<file path="config.mk">
export PLATFORM = sky130hd
export DESIGN_NAME = risc16_control_fsm
export DESIGN_NICKNAME = d
export VERILOG_FILES = /design/src/rtl/risc16_control_fsm.sv
export SDC_FILE = /design/constraint.sdc
export NUM_CORES = 1
export LEC_CHECK = 0
export BUFFER_PORTS_ARGS = -buffer_cell sky130_fd_sc_hd__buf_2
export CORE_MARGIN = 2
export CORE_UTILIZATION = 45
export DETAILED_ROUTE_END_ITERATION = 16
export PLACE_DENSITY = 0.7
export SLEW_MARGIN = 25
export SYNTH_ARGS = -nofsm -noshare
export SYNTH_HDL_FRONTEND = slang
export SYNTH_SLANG_ARGS = --single-unit
</file>
<file path="constraint.sdc">
create_clock -name clk -period 4.6 [get_ports clk]
set_input_delay 0.46 -clock clk [delete_from_list [all_inputs] [get_ports clk]]
set_output_delay 0.46 -clock clk [all_outputs]
set_load 0.005 [all_outputs]
</file>
<file path="src/rtl/risc16_control_fsm.sv">
// Multicycle control unit for the RISC-16 core.
// Sequences fetch/decode/execute/memory/writeback, stalls on memory,
// traps to a fault state on a memory timeout and counts retired instructions.
module risc16_control_fsm #(
    parameter int unsigned WAIT_LIMIT = 8,
    parameter int unsigned CNT_W      = 16
) (
    input  logic             clk,
    input  logic             rst,
    input  logic [3:0]       opcode,
    input  logic             zero_flag,
    input  logic             mem_ready,
    output logic             PC_enable,
    output logic             pc_increment,
    output logic             IR_enable,
    output logic             mem_enable,
    output logic             mem_write,
    output logic             reg_enable,
    output logic [2:0]       alu_op,
    output logic [2:0]       state_dbg,
    output logic             halted,
    output logic             fault,
    output logic [CNT_W-1:0] retired
);

    // The counter only has to hold 0 .. WAIT_LIMIT-1; the limit is hit on the last value.
    localparam int unsigned WCW = (WAIT_LIMIT > 1) ? $clog2(WAIT_LIMIT) : 1;

    typedef enum logic [2:0] {
        StFetch  = 3'd0,
        StDecode = 3'd1,
        StExec   = 3'd2,
        StMem    = 3'd3,
        StWb     = 3'd4,
        StHalt   = 3'd5,
        StFault  = 3'd6
    } state_t;

    state_t           state_q, state_d;
    logic [WCW-1:0]   wait_q;
    logic [CNT_W-1:0] retired_q;

    logic pc_en, pc_inc, ir_en, mem_en, mem_wr, reg_en, retire, wait_hit;

    // Next-state and strobe decode from the current state and live inputs.
    always_comb begin
        pc_en    = 1'b0;
        pc_inc   = 1'b1;
        ir_en    = 1'b0;
        mem_en   = 1'b0;
        mem_wr   = 1'b0;
        reg_en   = 1'b0;
        retire   = 1'b0;
        state_d  = state_q;
        wait_hit = (wait_q == WCW'(WAIT_LIMIT - 1));
        case (state_q)
            StFetch: begin
                mem_en = 1'b1;
                if (mem_ready) begin
                    ir_en   = 1'b1;
                    state_d = StDecode;
                end else if (wait_hit) begin
                    state_d = StFault;
                end
            end
            StDecode: state_d = StExec;
            StExec: begin
                case (opcode)
                    4'h8, 4'h9: state_d = StMem;
                    4'hA, 4'hB: begin
                        // Taken branch selects the target: BEQ on zero, BNE on non-zero.
                        pc_en   = 1'b1;
                        pc_inc  = (opcode == 4'hA) ? ~zero_flag : zero_flag;
                        retire  = 1'b1;
                        state_d = StFetch;
                    end
                    4'hC: begin
                        pc_en   = 1'b1;
                        pc_inc  = 1'b0;
                        retire  = 1'b1;
                        state_d = StFetch;
                    end
                    4'hD, 4'hE: begin
                        pc_en   = 1'b1;
                        retire  = 1'b1;
                        state_d = StFetch;
                    end
                    4'hF: begin
                        retire  = 1'b1;
                        state_d = StHalt;
                    end
                    default: state_d = StWb;
                endcase
            end
            StMem: begin
                mem_en = 1'b1;
                mem_wr = (opcode == 4'h9);
                if (mem_ready) begin
                    if (opcode == 4'h9) begin
                        pc_en   = 1'b1;
                        retire  = 1'b1;
                        state_d = StFetch;
                    end else begin
                        state_d = StWb;
                    end
                end else if (wait_hit) begin
                    state_d = StFault;
                end
            end
            StWb: begin
                reg_en  = 1'b1;
                pc_en   = 1'b1;
                retire  = 1'b1;
                state_d = StFetch;
            end
            StHalt, StFault: state_d = state_q;
            default: state_d = StFault;
        endcase
    end

    // ALU function select depends only on the instruction class.
    always_comb begin
        if (!opcode[3]) begin
            alu_op = opcode[2:0];
        end else if (opcode == 4'hA || opcode == 4'hB) begin
            alu_op = 3'b001;
        end else begin
            alu_op = 3'b000;
        end
    end

    // State, memory wait counter and retired-instruction counter.
    always_ff @(posedge clk or negedge rst) begin
        if (!rst) begin
            state_q   <= StFetch;
            wait_q    <= '0;
            retired_q <= '0;
        end else begin
            state_q <= state_d;
            if (retire) begin
                retired_q <= retired_q + CNT_W'(1);
            end
            // Restart the count on any state change (covers entry to fetch/mem) or on completion.
            if (mem_ready || (state_d != state_q) ||
                !((state_q == StFetch) || (state_q == StMem))) begin
                wait_q <= '0;
            end else begin
                wait_q <= wait_q + WCW'(1);
            end
        end
    end

    // Strobes are forced low while reset is held so they drop without waiting for a clock.
    always_comb begin
        PC_enable    = rst & pc_en;
        pc_increment = ~(rst & pc_en) | pc_inc;
        IR_enable    = rst & ir_en;
        mem_enable   = rst & mem_en;
        mem_write    = rst & mem_en & mem_wr;
        reg_enable   = rst & reg_en;
        state_dbg    = state_q;
        halted       = (state_q == StHalt);
        fault        = (state_q == StFault);
        retired      = retired_q;
    end

endmodule

</file>
==> results.md, run 1 <==
- Status: finished, final reports clean
- Worst slew margin: 61.0%
- # diodes: 0
- Synth Area per Inst: 9.61 sq um
- Overall Global Routing Usage: 17.3%
- Register area: 551 sq um
- CTS Buf Count: 3
- Clock sinks: 22
- Hold-fix buffers, CTS: 0
- Buf+Inv Stages, Crit Path: 1
- Initial antenna violation count: 0
- Die height: 57.3 um
- RSZ-0062 raised after global routing: false
- Post-Syn Instances: 133
- Seq/Total Area, Yosys: 43.1%
- CP delay by family, top: simple AND/OR/NAND/NOR gates
- Final HPWL DP: 1840 um
- Setup violators final: 0
- R2R depth: 5
- Pin count of the biggest net entering global routing: 27
- Max Fclk: 389 MHz
- Period utilisation layout: 55.8%
- Setup TNS: 0 ns
- Final WL: 2610 um
- Crit start category: flip-flop
- Worst-margin pin slew: 0.585 ns
- Avg WL per Cell: 13.1 um
- Clk pin slew, worst setup/hold paths: 0.13 ns
- Max cap viols: 0
- CP max FO: 18
- First-pass GRT wire length: 4540 um
- Buffers on Ports: 37
- Post-layout instance area: 1510 sq um
- Core ar.: 2730 sq um
- Largest stage delay, worst path: 0.64 ns
- Site Rows: 19
- CP Cell Sequence: or4bb_4, or3b_2, buf_2
- Crit. path cell count: 3
- Final Util: 55.2%
- Number of cells after detailed placement: 196
- Seq cells post-synth: 22
- First drt pass iteration count: 4
- Initial DRC Count: 35
- DP Area: 1470 sq um
- VDD IR max: 0.000288 V
- DRC: 0
- Number of H-tree levels: 1
- EDFF count, synth: 0
- Post-CTS sizing: 0
- Reg-to-Reg End: retired[15]$_DFFE_PN0P_
- Power density cells: 489 nW/um^2
- Fillers: 256
- Initial core utilization: 46.7%
- Skew final: 0.00407 ns
- Clk_lat worst skew: 0.30 ns
- Crit. End Element: primary output
- RR Startpoint: state_dbg[0]$_DFF_PN0_
- Minimum clock period after layout: 2.57 ns
- Final GP Congestion: 0.829
- TritonCTS clock tree: yes
- Worst reg-to-reg setup slack: 2.38 ns
- Post-CTS setup buffer count: 0
- Antenna viol nets, final: 0
- Yosys warnings: 0
- Pwr Total: 738 uW
- Footprint of the multi-input gates: 692 sq um
- Fin. Hold Viols: 0
- Die width: 57.3 um
- Max Buffers Root-to-Sink: 2
- Crit Path Category: flip-flop to primary output
- Grt ovf: 0
- Syn nets: 144
- Vias: 1103
- Layout Nets: 181
- Routed vias/inst: 5.52
- Synthesized area: 1280 sq um
- WP data arrival: 2.11 ns
- # IOs: 38
- HP Class: primary input to async pin
- Root Driver: clkbuf_4
- Area grow syn2layout: 18.2%
- Number of global-route vias before repair: 1008
- Leakage: 0.683 nW
- Ys async rst share: 100%
- Primary FF master, synth: dfrtp_1
- Fin cells: 200
- Die ar.: 3280 sq um
- Slew Viols, Final: 0
- Layout cells sized above 1: 30.8%
- Worst endpoint required time: 4.14 ns
- CP max stage cell: or4bb_4
- Count of cell types in the netlist: 38
placed cells by master, fill, tap and decap left out, drive strengths merged, types with 2 or more instances in the layout:
cell type / n
buf: 37
dfrtp: 22
nor2: 16
xor2: 12
nand2: 8
nand3: 8
nor3: 7
o21ai: 6
a21oi: 5
nor4: 5
and3: 4
xnor2: 4
clkbuf: 4
nand2b: 3
ha: 3
or3b: 3
o22ai: 2
inv: 2
a31oi: 2
and2b: 2
and2: 2
routing by layer:
layer	vias to the layer above	wire length [um]	track usage, %
met5	-	0	0
met4	0	19	4.32
met3	2	104	2.95
met2	32	1250	27.9
met1	530	1240	24.3
li1	539	-	-
cell families (layout without fill, tap and decap cells):
family                     count (synthesis)  in the layout  share of synthesized area (%)
xor gates and xnor gates                  16             16                           11.0
DFF                                       22             22                           43.1
and+or+nand+nor                           65             65                           30.5
AOI/OAI and AO/OA                         19             19                           8.91
adders and majority gates                  3              3                           2.94
buffers and inverters                      7             43                           2.74
muxes                                      1              1                          0.881
synthesized netlist by cell type, types with 3 or more instances:
cell type | n | area [sq um]
xor2_1 | 12 | 105
o21ai_0 | 5 | 25.0
nand2b_1 | 3 | 18.8
a21oi_1 | 5 | 25.0
ha_1 | 3 | 37.5
nand2_1 | 8 | 30.0
nor3_1 | 7 | 35.0
and3_1 | 4 | 25.0
nand3_1 | 8 | 40.0
xnor2_1 | 4 | 35.0
dfrtp_1 | 22 | 551
nor2_1 | 15 | 56.3
clkbuf_1 | 3 | 11.3
nor4_1 | 4 | 25.0
registers in the layout (all words and copies together) (netlist names):
| signal | cells |
|---|---|
| state_dbg | 3 |
| retired | 16 |
| wait_q | 3 |
through the flow:
step / setup slack, ns / hold slack [ns]
2_1_floorplan: 2.61 / 0.164
3_3_place_gp: 2.42 / 0.422
3_5_place_dp: 2.39 / 0.435
4_1_cts: 2.02 / 0.133
5_1_grt: 1.95 / 0.155
6_report: 2.03 / 0.127
worst reg2reg max path: stages, from the launching register on:
cell     delay, ns
dfrtp_1       0.59
or4bb_4       0.64
o21ai_2       0.20
nor2_2        0.16
nor4_1        0.40
xor2_1        0.17
final cells by class:
cell class                 instances  area share (%)
sequential                        22            36.5
multi-input combinational        104            45.8
tap                               31            2.57
clock buffer                       4            2.40
inverter                           2           0.497
timing repair buffer              37            12.3
worst max path at each step:
| stage | startpoint | to | slack, ns |
|---|---|---|---|
| after floorplan | state_dbg[0]$_DFF_PN0_ | pc_increment | 2.61 |
| after global placement | state_dbg[0]$_DFF_PN0_ | pc_increment | 2.42 |
| after detailed placement | state_dbg[0]$_DFF_PN0_ | pc_increment | 2.39 |
| after CTS | state_dbg[0]$_DFF_PN0_ | pc_increment | 2.02 |
| after global routing | state_dbg[0]$_DFF_PN0_ | pc_increment | 1.95 |
| final | state_dbg[0]$_DFF_PN0_ | pc_increment | 2.03 |
power breakdown:
group / switching (mW) / internal, mW
Clock: 0.0588 / 0.0482
Combinational: 0.145 / 0.144
Sequential: 0.0961 / 0.246
Total: 0.300 / 0.438
No activity file was read; power rests on OpenSTA's default activity.
==> inputs of run 2 (changes only) <==
ABC_AREA = 1   (was not set)
PLACE_DENSITY = 0.68   (was 0.7)
clock period = 2.4 ns   (was 4.6 ns; I/O delays follow)
==> results.md, run 2 <==
- Synth Area per Inst: 7.06 sq um (-27%)
- Top cells by count, synth: 60 x nand2_1, 30 x inv_1, 26 x nor2_1
- Site Rows: 21 (+2)
- Clock sinks: 22 (unchanged)
- HP Class: primary input to flip-flop
- Vias: 1491 (+35%)
- Initial antenna violation count: 0 (unchanged)
- Skew final: 0.000888 ns (-0.00318 ns)
- Seq/Total Area, Yosys: 35.9% (-7.1 points)
- EDFF count, synth: 0 (unchanged)
- CTS Buf Count: 3 (unchanged)
- Number of H-tree levels: 1 (unchanged)
- Max Fclk: 489 MHz
- Synth top area cells: dfrtp_1 36%, nand2_1 15%, inv_1 7.4%
- Slew Viols, Final: 0 (unchanged)
- Reg-to-Reg End: retired[6]$_DFFE_PN0P_
- First drt pass iteration count: 4 (unchanged)
- Fillers: 346 (+35%)
- Grt ovf: 0 (unchanged)
- Antenna viol nets, final: 0 (unchanged)
- Primary FF master, synth: dfrtp_1
- Layout cells sized above 1: 21.4% (-9.4 points)
- Initial DRC Count: 73 (+110%)
- Die width: 62.3 um (+8.8%)
- Worst hold path cell count: 4
- Initial core utilization: 46.3% (-0.47 points)
- Largest stage delay, worst path: 0.47 ns (-0.17 ns)
- Worst reg-to-reg setup slack: 0.68 ns (-1.70 ns)
- Worst endpoint required time: 2.16 ns (-1.98 ns)
- RR Startpoint: state_dbg[1]$_DFF_PN0_
- # diodes: 0 (unchanged)
- CP Cell Sequence: nor2_1, nand2_1, nand3_2, nor2b_1, buf_2
- CP Launch Point: state_dbg[1]$_DFF_PN0_
- Routing usage on met3: 3.44% (+0.49 points)
- # IOs: 38 (unchanged)
- Min-delay src: mem_ready
- GR peak layer: met2
- Max FFs per register: 16 (unchanged)
- Period utilisation layout: 85.2%
- Max Buffers Root-to-Sink: 2 (unchanged)
- Pwr Total: 574 uW (-22%)
- Fin. Hold Viols: 0 (unchanged)
- CP delay by family, top: simple AND/OR/NAND/NOR gates
- CP max stage cell: dfrtp_1
- Status: finished, final reports clean
- R2R depth: 6 (+1)
- Worst slew margin: 76.5% (+15 points)
- Overall Global Routing Usage: 17.4% (+0.085 points)
- Clk_lat worst skew: 0.30 ns (about the same)
- Syn nets: 228 (+58%)
- Routed vias/inst: 4.92 (-11%)
- Fin cells: 303 (+52%)
- CP max FO: 13 (-5)
- Die height: 62.3 um (+8.8%)
- Die ar.: 3890 sq um (+18%)
- Number of cells after detailed placement: 299 (+53%)
- Final GP Congestion: 0.817 (-1.4%)
- Core ar.: 3310 sq um (+21%)
- Most common cell after layout, fill and taps aside: nand2_1
- Seq cells post-synth: 22 (unchanged)
- Max cap viols: 0 (unchanged)
- Yosys top cell area share: 35.9% (-7.1 points)
- Top-count cell post-synth: nand2_1
- Area grow syn2layout: 17.2%
- Yosys warnings: 0 (unchanged)
- Clk pin slew, worst setup/hold paths: 0.11 ns (-0.02 ns)
- Final WL: 3270 um (+25%)
- Power density cells: 320 nW/um^2 (-35%)
- DRC: 0 (unchanged)
- Crit Path Category: flip-flop to primary output
- Layout Nets: 270 (+49%)
- Buf+Inv Stages, Crit Path: 1 (unchanged)
- TritonCTS clock tree: yes
- Synth area leader: dfrtp_1
- Setup violators final: 0 (unchanged)
- Most frequent cells in the layout: 60 x nand2_1, 37 x buf_2, 30 x inv_1, 26 x nor2_1, 22 x dfrtp_1
- Number of global-route vias before repair: 1284 (+27%)
- Worst-margin pin slew: 0.352 ns (-0.233 ns)
- Setup TNS: 0 ns (unchanged)
- Minimum clock period after layout: 2.04 ns
- M2 GR Usage: 32.7% (+4.8 points)
- Leakage: 0.948 nW (+39%)
- Ys async rst share: 100% (unchanged)
- WP data arrival: 1.80 ns (-0.31 ns)
- Count of cell types in the netlist: 28 (-26%)
- RSZ-0062 raised after global routing: false
- Crit. End Element: primary output
- Final HPWL DP: 2600 um (+41%)
- First-pass GRT wire length: 5470 um (+21%)
- Hold endpoint: state_dbg[0]$_DFF_PN0_
- VDD IR max: 0.000253 V (-12%)
- Crit start category: flip-flop
- Synthesized area: 1530 sq um (+20%)
- Buffers on Ports: 37 (unchanged)
- Root Driver: clkbuf_4
- Post-CTS sizing: 0 (unchanged)
- Pin count of the biggest net entering global routing: 25 (-7.4%)
- Avg WL per Cell: 10.8 um (-17%)
- Met1 GRT Util: 20.4% (-3.9 points)
- Post-Syn Instances: 217 (+63%)
==> run 2: worst max-delay path by stage <==
stage	endpoint	slack (ns)	depth (start not counted)
floorplan	pc_increment	0.85	7
global placement	PC_enable	0.68	5
detailed placement	PC_enable	0.71	6
CTS	PC_enable	0.34	6
global route	PC_enable	0.20	6
finish	PC_enable	0.36	5
==> run 2: worst reg2reg max path: stages (launching register included) <==
cell and delay, ns:
dfrtp_1 0.47, nor2_1 0.25, nand2_1 0.23, nand3_2 0.28, buf_4 0.26, nand2_1 0.07
o21ai_0 0.07
==> run 2: per-stage QoR <==
stage,setup WS (ns),utilization (%),hold slack (ns),instance area [sq um]
finish,0.356,54.2,0.359,1790
global route,0.203,54.2,0.345,1790
CTS,0.337,54.2,0.333,1790
detailed placement,0.708,53.2,0.255,1760
global placement,0.683,53.2,0.254,1760
floorplan,0.846,-,-0.0556,1530
==> run 2: final cells by class <==
cell class	instances	area, sq um	area share (%)
Tap cell	46	57.6	3.21
Timing Repair Buffer	40	210	11.7
Inverter	31	116	6.49
Sequential cell	22	551	30.7
Multi-Input combinational cell	161	837	46.7
Clock buffer	3	22.5	1.26
==> run 2: logic make-up after synthesis <==
kind of cell	synth area share (%)
AOI/OAI and AO/OA	10.1
xor gates and xnor gates	4.58
adders and majority gates	2.45
buffers and inverters	9.39
DFF	35.9
and+or+nand+nor	37.5
==> run 2: what timing repair did <==
action / 4_1_cts / 5_1_grt
endpoints found under the hold margin: 22 / 0
buffers inserted: 0 / 0
hold buffers: 1 / 0
==> run 2: routing by layer <==
layer	up-vias	routed length (um)
li1	791	-
met1	671	1480
met2	27	1660
met3	2	102
met4	0	17
met5	-	0
==> run 2: power by group <==
group | switching [mW] | internal (mW) | leakage (nW)
Combinational | 0.0291 | 0.0144 | 0.637
Sequential | 0 | 0.370 | 0.297
Clock | 0.102 | 0.0585 | 0.0138
Total | 0.131 | 0.443 | 0.948
==> inputs of run 3 (changes only) <==
CORE_UTILIZATION = 53   (was 45)
PLACE_DENSITY = 0.78   (was 0.68)
==> results.md, run 3 (synthesized netlist as in run 2, its figures left out) <==
- Initial core utilization: 55.5% (+9.3 points)
- Number of H-tree levels: 1 (unchanged)
- CP max stage cell: dfrtp_1
- Clk pin slew, worst setup/hold paths: 0.12 ns (about the same)
- Die ar.: 3340 sq um (-14%)
- Vias: 1530 (+2.6%)
- Max FFs per register: 16 (unchanged)
- Status: finished, final reports clean
- Fin. Hold Viols: 0 (unchanged)
- WP data arrival: 1.82 ns (+0.02 ns)
- Post-place setup slack: 0.683 ns (-0.0250 ns)
- Final WL: 3220 um (-1.5%)
- VDD IR max: 0.000436 V (+72%)
- Max cap viols: 0 (unchanged)
- GR peak layer: met2
- Final HPWL DP: 2510 um (-3.3%)
- Core ar.: 2760 sq um (-17%)
- Crit Path Category: flip-flop to primary output
- # IOs: 38 (unchanged)
- Crit start category: flip-flop
- Routed vias/inst: 5.29 (+7.6%)
- Buf+Inv Stages, Crit Path: 1 (unchanged)
- Post-CTS setup buffer count: 0 (unchanged)
- # diodes: 0 (unchanged)
- Final GP Congestion: 0.863 (+5.6%)
- Most common cell after layout, fill and taps aside: nand2_1
- Minimum clock period after layout: 2.06 ns (+0.0182 ns)
- Largest stage delay, worst path: 0.47 ns (about the same)
- Buffers on Ports: 37 (unchanged)
- M2 GR Usage: 35.4% (+2.6 points)
- CTS Buf Count: 3 (unchanged)
- Clk_lat worst skew: 0.31 ns (about the same)
- Final setup margin: 0.338 ns (-0.0182 ns)
- Layout Nets: 270 (unchanged)
- Hold slack: 0.320 ns (-0.0393 ns)
- Die height: 57.8 um (-7.3%)
- CP delay by family, top: simple AND/OR/NAND/NOR gates
- Number of global-route vias before repair: 1239 (-3.5%)
- Fillers: 241 (-30%)
- Overall Global Routing Usage: 20.2% (+2.8 points)
- CP Cell Sequence: nor2_1, nand2_1, nand3_2, nor2b_1, buf_2
- Antenna viol nets, final: 0 (unchanged)
- Pin count of the biggest net entering global routing: 25 (unchanged)
- Max Buffers Root-to-Sink: 2 (unchanged)
- TritonCTS clock tree: yes
- Met1 GRT Util: 25.6% (+5.1 points)
- Most frequent cells in the layout: 60 x nand2_1, 37 x buf_2, 30 x inv_1, 26 x nor2_1, 22 x dfrtp_1
- Power density cells: 386 nW/um^2 (+21%)
- Skew final: 0.00538 ns (+0.00449 ns)
- First-pass GRT wire length: 5300 um (-3.1%)
- Pwr Total: 698 uW (+21%)
- Initial DRC Count: 70 (-4.1%)
- Worst endpoint required time: 2.16 ns (about the same)
- Period utilisation layout: 85.9% (+0.76 points)
- Area grow syn2layout: 17.9%
- DRC: 0 (unchanged)
- Grt ovf: 0 (unchanged)
- Worst-margin pin slew: 0.310 ns (-0.0421 ns)
- Setup violators final: 0 (unchanged)
- HP Class: primary input to flip-flop
- Layout cells sized above 1: 21.7% (+0.30 points)
- Initial antenna violation count: 0 (unchanged)
- RSZ-0062 raised after global routing: false
- Crit. End Element: primary output
- Clock sinks: 22 (unchanged)
- Max Fclk: 485 MHz (-0.88%)
- Avg WL per Cell: 11.1 um (+3.2%)
- First drt pass iteration count: 4 (unchanged)
- CP max FO: 13 (unchanged)
- Root Driver: clkbuf_4
- Slew Viols, Final: 0 (unchanged)
- Leakage: 0.962 nW (+1.5%)
- Site Rows: 19 (-9.5%)
- Die width: 57.8 um (-7.3%)
- Worst slew margin: 79.3% (+2.8 points)
- Routing usage on met3: 4.46% (+1.0 points)
- Setup TNS: 0 ns (unchanged)
run 3: area by class of cell:
type	count	area, sq um	share of cell area [%]
clock inverter	1	30.0	1.66
inverter	31	116	6.44
tap	31	38.8	2.15
multi-input combinational	161	837	46.4
timing repair buffer	40	210	11.6
sequential	22	551	30.5
clock buffer	3	22.5	1.25
run 3: repair_timing:
item / 4_1_cts / 5_1_grt
gates resized for setup: 0 / 0
hold endpoints to repair: 22 / 0
setup endpoints to repair: 0 / 0
hold buffers: 1 / 0
run 3: path summary, 6_finish.rpt:
path	startpoint	cells past startpoint	slack, ns	end
setup / recovery	state_dbg[1]$_DFF_PN0_	5	0.34	PC_enable
hold / removal	opcode[1]	5	0.32	state_dbg[2]$_DFF_PN0_
setup reg to reg	state_dbg[1]$_DFF_PN0_	6	0.69	retired[5]$_DFFE_PN0P_
hold reg to reg	wait_q[0]$_DFF_PN0_	1	0.45	wait_q[0]$_DFF_PN0_
max in group asynchronous	rst	3	1.73	retired[15]$_DFFE_PN0P_
min in group asynchronous	rst	3	0.43	retired[2]$_DFFE_PN0P_
run 3: where the power goes:
part	switching, mW	total, mW	internal, mW
combinational	0.0288	0.0431	0.0144
clock	0.115	0.284	0.169
sequential	0	0.371	0.371
total	0.144	0.698	0.554
run 3: per-layer routing:
metal / part of all wire [%] / vias up / routed length (um)
li1: - / 787 / -
met1: 45 / 710 / 1440
met2: 51 / 31 / 1630
met3: 4.1 / 2 / 133
met4: 0.53 / 0 / 17
met5: 0 / - / 0
run 3: metrics by stage:
step | cells | cell area [sq um] | utilization [%]
finish | 289 | 1810 | 65.5
global route | 289 | 1810 | 65.5
CTS | 289 | 1810 | 65.5
detailed placement | 284 | 1740 | 63.2
global placement | 284 | 1740 | 63.2
floorplan | 217 | 1530 | -
run 3: tightest hold or removal path: stages:
cell and delay [ns]:
buf_2 0.10, nor2_1 0.05, nand3_1 0.07, nand2_1 0.06, o2111ai_1 0.08
